[src/rtl/mem_port_arbiter_if.sv]
// Bundle of the fetch, data and downstream memory-port handshakes.
// master = requesters + memory side, slave = the arbiter.
interface mem_port_arbiter_if #(
    parameter int ADDR_W = 32,
    parameter int DATA_W = 32
);
    logic                inst_req;
    logic                inst_wr;
    logic [1:0]          inst_size;
    logic [DATA_W/8-1:0] inst_wstrb;
    logic [ADDR_W-1:0]   inst_addr;
    logic [DATA_W-1:0]   inst_wdata;
    logic                inst_addr_ok;
    logic                inst_data_ok;
    logic [DATA_W-1:0]   inst_rdata;

    logic                data_req;
    logic                data_wr;
    logic [1:0]          data_size;
    logic [DATA_W/8-1:0] data_wstrb;
    logic [ADDR_W-1:0]   data_addr;
    logic [DATA_W-1:0]   data_wdata;
    logic                data_addr_ok;
    logic                data_data_ok;
    logic [DATA_W-1:0]   data_rdata;

    logic                mem_req;
    logic                mem_wr;
    logic [1:0]          mem_size;
    logic [DATA_W/8-1:0] mem_wstrb;
    logic [ADDR_W-1:0]   mem_addr;
    logic [DATA_W-1:0]   mem_wdata;
    logic                mem_addr_ok;
    logic                mem_data_ok;
    logic [DATA_W-1:0]   mem_rdata;

    modport slave (
        input  inst_req, inst_wr, inst_size, inst_wstrb, inst_addr, inst_wdata,
        output inst_addr_ok, inst_data_ok, inst_rdata,
        input  data_req, data_wr, data_size, data_wstrb, data_addr, data_wdata,
        output data_addr_ok, data_data_ok, data_rdata,
        output mem_req, mem_wr, mem_size, mem_wstrb, mem_addr, mem_wdata,
        input  mem_addr_ok, mem_data_ok, mem_rdata
    );

    modport master (
        output inst_req, inst_wr, inst_size, inst_wstrb, inst_addr, inst_wdata,
        input  inst_addr_ok, inst_data_ok, inst_rdata,
        output data_req, data_wr, data_size, data_wstrb, data_addr, data_wdata,
        input  data_addr_ok, data_data_ok, data_rdata,
        input  mem_req, mem_wr, mem_size, mem_wstrb, mem_addr, mem_wdata,
        output mem_addr_ok, mem_data_ok, mem_rdata
    );
endinterface

[src/rtl/mem_port_arbiter.sv]
// Round-robin arbiter sharing one memory port between fetch and data, one transaction in flight.
// Grant is same-cycle in IDLE, mem_req next cycle; stalled mem_addr_ok holds the latched payload.
module mem_port_arbiter #(
    parameter int ADDR_W = 32,
    parameter int DATA_W = 32
) (
    input  logic                clk,
    input  logic                reset,
    mem_port_arbiter_if.slave   bus
);
    typedef struct packed {
        logic                wr;
        logic [1:0]          size;
        logic [DATA_W/8-1:0] wstrb;
        logic [ADDR_W-1:0]   addr;
        logic [DATA_W-1:0]   wdata;
    } payload_t;

    typedef enum logic [1:0] {IDLE, REQ, WAIT} state_t;

    state_t   state_q, state_d;
    payload_t pay_q, pay_d;
    logic     owner_q, owner_d;
    logic     last_owner_q, last_owner_d;
    logic     grant;
    logic     winner;
    logic     rsp;

    payload_t inst_pay, data_pay;
    assign inst_pay = '{bus.inst_wr, bus.inst_size, bus.inst_wstrb, bus.inst_addr, bus.inst_wdata};
    assign data_pay = '{bus.data_wr, bus.data_size, bus.data_wstrb, bus.data_addr, bus.data_wdata};

    always_ff @(posedge clk) begin
        if (reset) begin
            state_q      <= IDLE;
            pay_q        <= '0;
            owner_q      <= 1'b0;
            last_owner_q <= 1'b0;
        end else begin
            state_q      <= state_d;
            pay_q        <= pay_d;
            owner_q      <= owner_d;
            last_owner_q <= last_owner_d;
        end
    end

    always_comb begin
        state_d      = state_q;
        pay_d        = pay_q;
        owner_d      = owner_q;
        last_owner_d = last_owner_q;
        grant        = 1'b0;
        winner       = 1'b0;
        case (state_q)
            IDLE: begin
                if (bus.inst_req || bus.data_req) begin
                    grant = 1'b1;
                    // On a tie the requester that did not win last time goes first.
                    winner       = (bus.inst_req && bus.data_req) ? ~last_owner_q : bus.data_req;
                    pay_d        = winner ? data_pay : inst_pay;
                    owner_d      = winner;
                    last_owner_d = winner;
                    state_d      = REQ;
                end
            end
            REQ:     if (bus.mem_addr_ok) state_d = WAIT;
            WAIT:    if (bus.mem_data_ok) state_d = IDLE;
            default: state_d = IDLE;
        endcase
    end

    assign bus.inst_addr_ok = !reset && grant && !winner;
    assign bus.data_addr_ok = !reset && grant && winner;

    // mem_data_ok is only meaningful once the request has been accepted.
    assign rsp              = !reset && (state_q == WAIT) && bus.mem_data_ok;
    assign bus.inst_data_ok = rsp && !owner_q;
    assign bus.data_data_ok = rsp && owner_q;
    assign bus.inst_rdata   = bus.mem_rdata;
    assign bus.data_rdata   = bus.mem_rdata;

    assign bus.mem_req   = !reset && (state_q == REQ);
    assign bus.mem_wr    = pay_q.wr;
    assign bus.mem_size  = pay_q.size;
    assign bus.mem_wstrb = pay_q.wstrb;
    assign bus.mem_addr  = pay_q.addr;
    assign bus.mem_wdata = pay_q.wdata;
endmodule

[src/flat_wrapper.sv]
// flat-port wrapper written by rule: the top's interface ports become plain ports
module mem_port_arbiter_flat 
#(
    parameter int ADDR_W = 32,
    parameter int DATA_W = 32
)
  (clk, reset, bus_inst_req, bus_inst_wr, bus_inst_size, bus_inst_wstrb, bus_inst_addr, bus_inst_wdata, bus_inst_addr_ok, bus_inst_data_ok, bus_inst_rdata, bus_data_req, bus_data_wr, bus_data_size, bus_data_wstrb, bus_data_addr, bus_data_wdata, bus_data_addr_ok, bus_data_data_ok, bus_data_rdata, bus_mem_req, bus_mem_wr, bus_mem_size, bus_mem_wstrb, bus_mem_addr, bus_mem_wdata, bus_mem_addr_ok, bus_mem_data_ok, bus_mem_rdata);
  mem_port_arbiter_if #(.ADDR_W(ADDR_W), .DATA_W(DATA_W)) bus_i ();
  input  logic clk;
  input  logic reset;
  input wire logic [$bits(bus_i.inst_req)-1:0] bus_inst_req;
  input wire logic [$bits(bus_i.inst_wr)-1:0] bus_inst_wr;
  input wire logic [$bits(bus_i.inst_size)-1:0] bus_inst_size;
  input wire logic [$bits(bus_i.inst_wstrb)-1:0] bus_inst_wstrb;
  input wire logic [$bits(bus_i.inst_addr)-1:0] bus_inst_addr;
  input wire logic [$bits(bus_i.inst_wdata)-1:0] bus_inst_wdata;
  output wire logic [$bits(bus_i.inst_addr_ok)-1:0] bus_inst_addr_ok;
  output wire logic [$bits(bus_i.inst_data_ok)-1:0] bus_inst_data_ok;
  output wire logic [$bits(bus_i.inst_rdata)-1:0] bus_inst_rdata;
  input wire logic [$bits(bus_i.data_req)-1:0] bus_data_req;
  input wire logic [$bits(bus_i.data_wr)-1:0] bus_data_wr;
  input wire logic [$bits(bus_i.data_size)-1:0] bus_data_size;
  input wire logic [$bits(bus_i.data_wstrb)-1:0] bus_data_wstrb;
  input wire logic [$bits(bus_i.data_addr)-1:0] bus_data_addr;
  input wire logic [$bits(bus_i.data_wdata)-1:0] bus_data_wdata;
  output wire logic [$bits(bus_i.data_addr_ok)-1:0] bus_data_addr_ok;
  output wire logic [$bits(bus_i.data_data_ok)-1:0] bus_data_data_ok;
  output wire logic [$bits(bus_i.data_rdata)-1:0] bus_data_rdata;
  output wire logic [$bits(bus_i.mem_req)-1:0] bus_mem_req;
  output wire logic [$bits(bus_i.mem_wr)-1:0] bus_mem_wr;
  output wire logic [$bits(bus_i.mem_size)-1:0] bus_mem_size;
  output wire logic [$bits(bus_i.mem_wstrb)-1:0] bus_mem_wstrb;
  output wire logic [$bits(bus_i.mem_addr)-1:0] bus_mem_addr;
  output wire logic [$bits(bus_i.mem_wdata)-1:0] bus_mem_wdata;
  input wire logic [$bits(bus_i.mem_addr_ok)-1:0] bus_mem_addr_ok;
  input wire logic [$bits(bus_i.mem_data_ok)-1:0] bus_mem_data_ok;
  input wire logic [$bits(bus_i.mem_rdata)-1:0] bus_mem_rdata;
  assign bus_i.inst_req = bus_inst_req;
  assign bus_i.inst_wr = bus_inst_wr;
  assign bus_i.inst_size = bus_inst_size;
  assign bus_i.inst_wstrb = bus_inst_wstrb;
  assign bus_i.inst_addr = bus_inst_addr;
  assign bus_i.inst_wdata = bus_inst_wdata;
  assign bus_inst_addr_ok = bus_i.inst_addr_ok;
  assign bus_inst_data_ok = bus_i.inst_data_ok;
  assign bus_inst_rdata = bus_i.inst_rdata;
  assign bus_i.data_req = bus_data_req;
  assign bus_i.data_wr = bus_data_wr;
  assign bus_i.data_size = bus_data_size;
  assign bus_i.data_wstrb = bus_data_wstrb;
  assign bus_i.data_addr = bus_data_addr;
  assign bus_i.data_wdata = bus_data_wdata;
  assign bus_data_addr_ok = bus_i.data_addr_ok;
  assign bus_data_data_ok = bus_i.data_data_ok;
  assign bus_data_rdata = bus_i.data_rdata;
  assign bus_mem_req = bus_i.mem_req;
  assign bus_mem_wr = bus_i.mem_wr;
  assign bus_mem_size = bus_i.mem_size;
  assign bus_mem_wstrb = bus_i.mem_wstrb;
  assign bus_mem_addr = bus_i.mem_addr;
  assign bus_mem_wdata = bus_i.mem_wdata;
  assign bus_i.mem_addr_ok = bus_mem_addr_ok;
  assign bus_i.mem_data_ok = bus_mem_data_ok;
  assign bus_i.mem_rdata = bus_mem_rdata;
  mem_port_arbiter #(.ADDR_W(ADDR_W), .DATA_W(DATA_W)) u_core (.clk(clk), .reset(reset), .bus(bus_i));
endmodule
[config.mk]
export PLATFORM = sky130hd
export DESIGN_NAME = mem_port_arbiter_flat
export DESIGN_NICKNAME = d
export VERILOG_FILES = /design/src/rtl/mem_port_arbiter_if.sv /design/src/rtl/mem_port_arbiter.sv /design/src/flat_wrapper.sv
export SDC_FILE = /design/constraint.sdc
export NUM_CORES = 1
export LEC_CHECK = 0
export BUFFER_PORTS_ARGS = -buffer_cell sky130_fd_sc_hd__buf_2
export CORE_MARGIN = 1.5
export CORE_UTILIZATION = 30
export CTS_CLUSTER_SIZE = 14
export DETAILED_ROUTE_END_ITERATION = 7
export GPL_ROUTABILITY_DRIVEN = 0
export SKIP_CTS_REPAIR_TIMING = 1
export SYNTH_ARGS = -nofsm -noshare
export SYNTH_HDL_FRONTEND = slang
export SYNTH_SLANG_ARGS = --single-unit
[constraint.sdc]
create_clock -name clk -period 1.7 [get_ports clk]
set_input_delay 0.34 -clock clk [delete_from_list [all_inputs] [get_ports clk]]
set_output_delay 0.34 -clock clk [all_outputs]
set_load 0.01 [all_outputs]
## After elaboration in Yosys (flattened, before gate mapping)

Cells that the tools add are included.

- Register bits after elaboration: 74
- Bits of input ports: 180
- Output and inout port bits: 140
- Logic and storage cells: 39

- Eq/ne operators: 5
- Mux-type cells: 10
- Bitwise logic cells: 1
- Reductions and logical operators: 16

Operator list:

| kind | number |
|---|---|
| 2-to-1 mux 71 bit | 1 |
| logical AND 1 bit | 9 |
| 2-to-1 mux 2 bit | 3 |
| one-hot mux 2 bit (3 select lines) | 1 |
| 2-to-1 mux 1 bit | 5 |
| != test 2 bit (second input constant) | 2 |
| zero test 1 bit | 3 |
| AND reduction 3 bit | 1 |
| equality test 2 x 1 -> 1 bit (second input constant) | 1 |
| equality test 2 bit (second input constant) | 1 |
| zero test 2 bit | 1 |
| != test 2 x 1 -> 1 bit (second input constant) | 1 |
| AND reduction 2 bit | 1 |
| logical OR 1 bit | 1 |
| inverter 1 bit | 1 |

## Longest topological paths before layout

- Depth after elaboration: 6
- Gate-level depth with buffers: 6

## Least setup slack after synthesis

No wires, ideal clock.

- Path kind: flip-flop to output port
- Start: register u_core.state_q[1]
- End: output bus_data_addr_ok
- Arrival: 1.214 ns
- Setup slack: 0.146 ns
- Stages on the path, launching flop included: 6
- Buffers on the path: 2
- Cells stage by stage: dfxtp_1 nor2_1 buf_2 buf_2 nand2_1 nor3_1

- Cells in the longest elaborated chain, start to end: 4
- Elaborated cells between the ends (all ways): 5

Ends and longest elaborated chain:

| element | line | text |
|---|---|---|
| from (decl) | mem_port_arbiter.sv:21 | `state_t state_q, state_d;` |
| from (signal assigned) | mem_port_arbiter.sv:40 | `state_q <= state_d;` |
| zero test 2 bit * | mem_port_arbiter.sv:54 | `case (state_q)` |
| 2-to-1 mux 1 bit | mem_port_arbiter.sv:54 |  |
| logical AND 1 bit | mem_port_arbiter.sv:73 | `assign bus.data_addr_ok = !reset && grant && winner;` |
| logical AND 1 bit * | mem_port_arbiter.sv:73 |  |
| to (decl) | flat_wrapper.sv:26 | `output wire logic [$bits(bus_i.data_addr_ok)-1:0] bus_data_addr_ok;` |

Every way passes the cells marked *; elsewhere a longest branch is shown, timed or not.

==> summary by stage <==
STA
Between clock sinks in the finished design, the worst skew comes to ~5.8 ps. The fraction of the cycle the final worst path needs is 95.33%. The highest clock rate is roughly 620 MHz. The hold violation total from the final report was 0. Across all hold checks on the routed design, the worst slack comes to about 260 ps. Setup repair after global routing left no endpoint under its margin. The final count of pins violating max slew is 0. In this run the tightest slew margin relative to its limit is between 60% and 70%.

At the pin with the least slew margin, the transition time is 571.2 ps. The final critical delay including setup and external delays is approximately 1600 ps. Setup violations remaining at the end of the flow were counted as 0.

Hold path
The kind of path behind the tightest hold check is in2reg. The number of cells on the worst hold path is 2. The path with the worst hold slack has its endpoint at u_core.owner_q$_SDFFE_PP0P_. The launch point of the worst hold path is bus_inst_req.

Route
For this run, design rule violations remaining after detail routing come to 0. The overall routed net length is 14200 um. The length of routed met3 wiring is 1087 um.

The total via count after detailed routing is between 4000 and 5000. Using the TritonRoute via totals, the vias-per-cell ratio works out to 4.906. The iteration count of the initial detailed-routing pass is 4.

The DRC violation total after the first TritonRoute iteration is 158. The detail route stage leaves a number of antenna-violating nets equal to 0. The met2 layer wire length in the routed design is 7525 um. The detailed-route wire length per cell is 17.34 um. After detailed routing, the wire length on met1 is between 5000 and 6000 um.

Routed signal wires occupy layers up through met4.

Finish
The share of post-route cells with drive strength above 1 is 52.35%. The summed area of non-filler cells in the final layout is about 5400 um^2. The layout has 1500 filler cells. The count of placed standard cells in the final layout, fillers left out is just over 800. Relative to the synthesized area, the layout overhead comes to 23.62%. After the last flow step, the layout net total stands at 813.

Place
The post-place instance area is roughly 5000 um^2. In this run the tool buffered the top-level ports with 223 buffer cells. The count of placed standard cells including taps is 799. The post-detailed-placement half-perimeter wirelength is around 11000 um.

Critical path
The data arrival time of the critical path is approximately 1300 ps. The setup path with the least slack is of type reg2out. The sort of element at the start of the critical path is a flop. The required time of the critical path is between 1000 and 1500 ps. The setup check on the worst reg-to-reg path leaves a slack of 190 ps. The kind of capture point of the worst setup path is an output port. In this run the critical register-to-register path is captured at u_core.bus.mem_wdata[10]$_SDFFE_PP0P_. The worst-case reg-to-reg path depth is 5. The maximum fanout encountered on the critical timing path is 26. The startpoint identified for the worst register-to-register timing path is u_core.state_q[1]$_SDFFE_PP0P_.

Synth
The sequential area share after synthesis is 33.86%. The average instance in the mapped netlist occupies 8.893 um^2. The largest total area in the synthesized netlist belongs to sky130_fd_sc_hd__dfxtp_1. The number of nets handed over by synthesis was 672. By area the synthesized netlist is led by sky130_fd_sc_hd__dfxtp_1 34%, sky130_fd_sc_hd__a311oi_2 24%, sky130_fd_sc_hd__nand2_1 12%, sky130_fd_sc_hd__buf_4 11%, sky130_fd_sc_hd__a21oi_1 8.5%.

The cell count after synthesis is about 490. The area of the mapped netlist is about 4400 um^2. The synthesis-stage register bit count is 74. The count of unique library cells instantiated by Yosys is 21. For this run, the number of Yosys warnings is 0. Summed over its instances, the top area cell type makes up 33.86% of the synthesized netlist area.

Clocking
In this run the clock root is driven by a sky130_fd_sc_hd__clkbuf_16. The number of clock sinks is 74. The longest clock path from root to sink contains 2 buffers. At the later pin of the worst-skew pair, clock insertion delay measures approximately 340 ps. The clock slew at the register clock pins of the worst setup and hold paths is 50 ps. The clock tree from TritonCTS is built. The number of buffers created by CTS is 9. The H-tree was split into 3 levels.

Global routing
The number of antenna violations at the first check in global routing is 1. In the global route stage, overall resource usage came out at 17.92%. For this run the aggregate overflow at the end of global routing stands at 0. Entering global routing, the biggest net connects 53 pins. The wire length of the first global-routing pass is 20870 um. The via count of the first global-routing pass is 3929.

Die
In this run the count of I/O pins placed on the die edge is 320. The core region is 14040 um^2. The number of rows in the core area is 43. The die covers between 15000 and 20000 um^2. From left edge to right edge, the die measures 123.8 um. The initial utilization of the core area, before any placement, comes to 31.16%. The die height is 123.8 um.

Power and ir drop
Dividing total power by cell area gives a power density of 987.3 nW/um^2. The highest ir drop seen on vdd is 0.4908 mV. The analysis attributes to cell leakage a power of 2.440 nW.

The total power draw is roughly 0.0053 W.

Job
The max capacitance violation total is 0.

Run status
The run finished with clean final reports.
[layer usage]
| layer | track usage [%] | vias to the layer above |
|---|---|---|
| met5 | 0 | - |
| met4 | 7.615 | 0 |
| met3 | 4.304 | 22 |
| met2 | 33.18 | 175 |
| met1 | 19.32 | 1860 |
| li1 | - | 1961 |
[worst max path at each step]
stage / startpoint / end
floorplan: u_core.state_q[1]$_SDFFE_PP0P_ / bus_data_addr_ok
global placement: bus_inst_req / u_core.bus.mem_wdata[3]$_SDFFE_PP0P_
detailed placement: bus_inst_req / u_core.bus.mem_wdata[22]$_SDFFE_PP0P_
CTS: u_core.owner_q$_SDFFE_PP0P_ / bus_inst_addr_ok
global route: u_core.state_q[0]$_SDFFE_PP0P_ / bus_inst_data_ok
finish: u_core.owner_q$_SDFFE_PP0P_ / bus_inst_addr_ok
[critical path, cell delays in order, from the launching register on]
cell                       delay (ps)
sky130_fd_sc_hd__dfxtp_4          370
sky130_fd_sc_hd__a21boi_4         190
sky130_fd_sc_hd__buf_12           180
sky130_fd_sc_hd__nor3_1            60
sky130_fd_sc_hd__buf_2            140
[cell usage after synthesis]
cell type / count
sky130_fd_sc_hd__nor3b_1: 2
sky130_fd_sc_hd__nor2_1: 3
sky130_fd_sc_hd__nand3b_1: 1
sky130_fd_sc_hd__a21oi_1: 74
sky130_fd_sc_hd__buf_12: 8
sky130_fd_sc_hd__a21boi_1: 1
sky130_fd_sc_hd__or3b_1: 1
sky130_fd_sc_hd__and2_4: 1
sky130_fd_sc_hd__clkbuf_1: 26
sky130_fd_sc_hd__a21bo_1: 1
sky130_fd_sc_hd__a311oi_1: 2
sky130_fd_sc_hd__dfxtp_1: 74
sky130_fd_sc_hd__nor3_1: 2
sky130_fd_sc_hd__nand2_1: 145
sky130_fd_sc_hd__or2_1: 1
sky130_fd_sc_hd__buf_6: 1
sky130_fd_sc_hd__a311oi_2: 70
sky130_fd_sc_hd__buf_4: 66
sky130_fd_sc_hd__buf_2: 8
sky130_fd_sc_hd__buf_1: 4
sky130_fd_sc_hd__and3_1: 1
[cell families (layout without fill, tap and decap cells)]
family | after synthesis | count (layout) | synth area share (%)
compound gates | 148 | 148 | 33.29
simple gates | 157 | 157 | 14.13
buf+inv | 113 | 259 | 18.73
other cells | 0 | 1 | 0
flops | 74 | 74 | 33.86
[area by class of cell]
type	count	area (um^2)	share of cell area (%)
clock buffer	13	250.2	4.626
sequential	74	1486	27.48
timing repair buffer	243	1331	24.61
tap	180	225.2	4.164
clock inverter	3	15.01	0.2776
antenna	1	2.502	0.04626
multi-input combinational	305	2098	38.79
[power by group]
| group | leakage [nW] | switching, W | internal (W) | total, W |
|---|---|---|---|---|
| clock network | 0.133 | 0.000716 | 0.00102 | 0.00174 |
| logic | 1.69 | 0.000867 | 0.000670 | 0.00154 |
| registers | 0.616 | 0.000114 | 0.00195 | 0.00207 |
[state kept, by name (all words and copies together) (netlist names)]
| register | count |
|---|---|
| u_core.bus.mem_size | 2 |
| u_core.bus.mem_wdata | 32 |
| u_core.bus.mem_wr | 1 |
| u_core.bus.mem_wstrb | 4 |
| u_core.state_q | 2 |
| u_core.bus.mem_addr | 32 |
| u_core.owner_q | 1 |
[cell usage in the layout (no fill, tap or decap)]
master and n:
sky130_fd_sc_hd__nand2_1 145, sky130_fd_sc_hd__a21bo_2 1, sky130_fd_sc_hd__a21boi_4 1, sky130_fd_sc_hd__nand3b_1 1
sky130_fd_sc_hd__or2_2 1, sky130_fd_sc_hd__and3_1 1, sky130_fd_sc_hd__buf_2 222, sky130_fd_sc_hd__clkbuf_8 1
sky130_fd_sc_hd__or3b_1 1, sky130_fd_sc_hd__and2_4 1, sky130_fd_sc_hd__a311oi_1 2, sky130_fd_sc_hd__nor3_1 2
sky130_fd_sc_hd__clkinv_2 3, sky130_fd_sc_hd__dfxtp_4 1, sky130_fd_sc_hd__clkbuf_1 3, sky130_fd_sc_hd__nor3b_1 1
sky130_fd_sc_hd__nor2_1 2, sky130_fd_sc_hd__diode_2 1, sky130_fd_sc_hd__nor2_4 1, sky130_fd_sc_hd__a311oi_2 70
sky130_fd_sc_hd__dfxtp_2 1, sky130_fd_sc_hd__clkbuf_16 9, sky130_fd_sc_hd__buf_4 16, sky130_fd_sc_hd__dfxtp_1 72
sky130_fd_sc_hd__nor3b_2 1, sky130_fd_sc_hd__a21oi_1 74, sky130_fd_sc_hd__buf_12 5
[per-stage QoR]
step           setup TNS, ps  setup slack [ps]  util, %
2_1_floorplan              0             146.3        -
3_3_place_gp               0             81.06    36.38
3_5_place_dp               0             42.97    36.38
4_1_cts               -144.7            -116.3    38.27
5_1_grt                    0             2.397    38.52
6_report                   0             79.39    38.52
No activity file was read; power rests on OpenSTA's default activity.
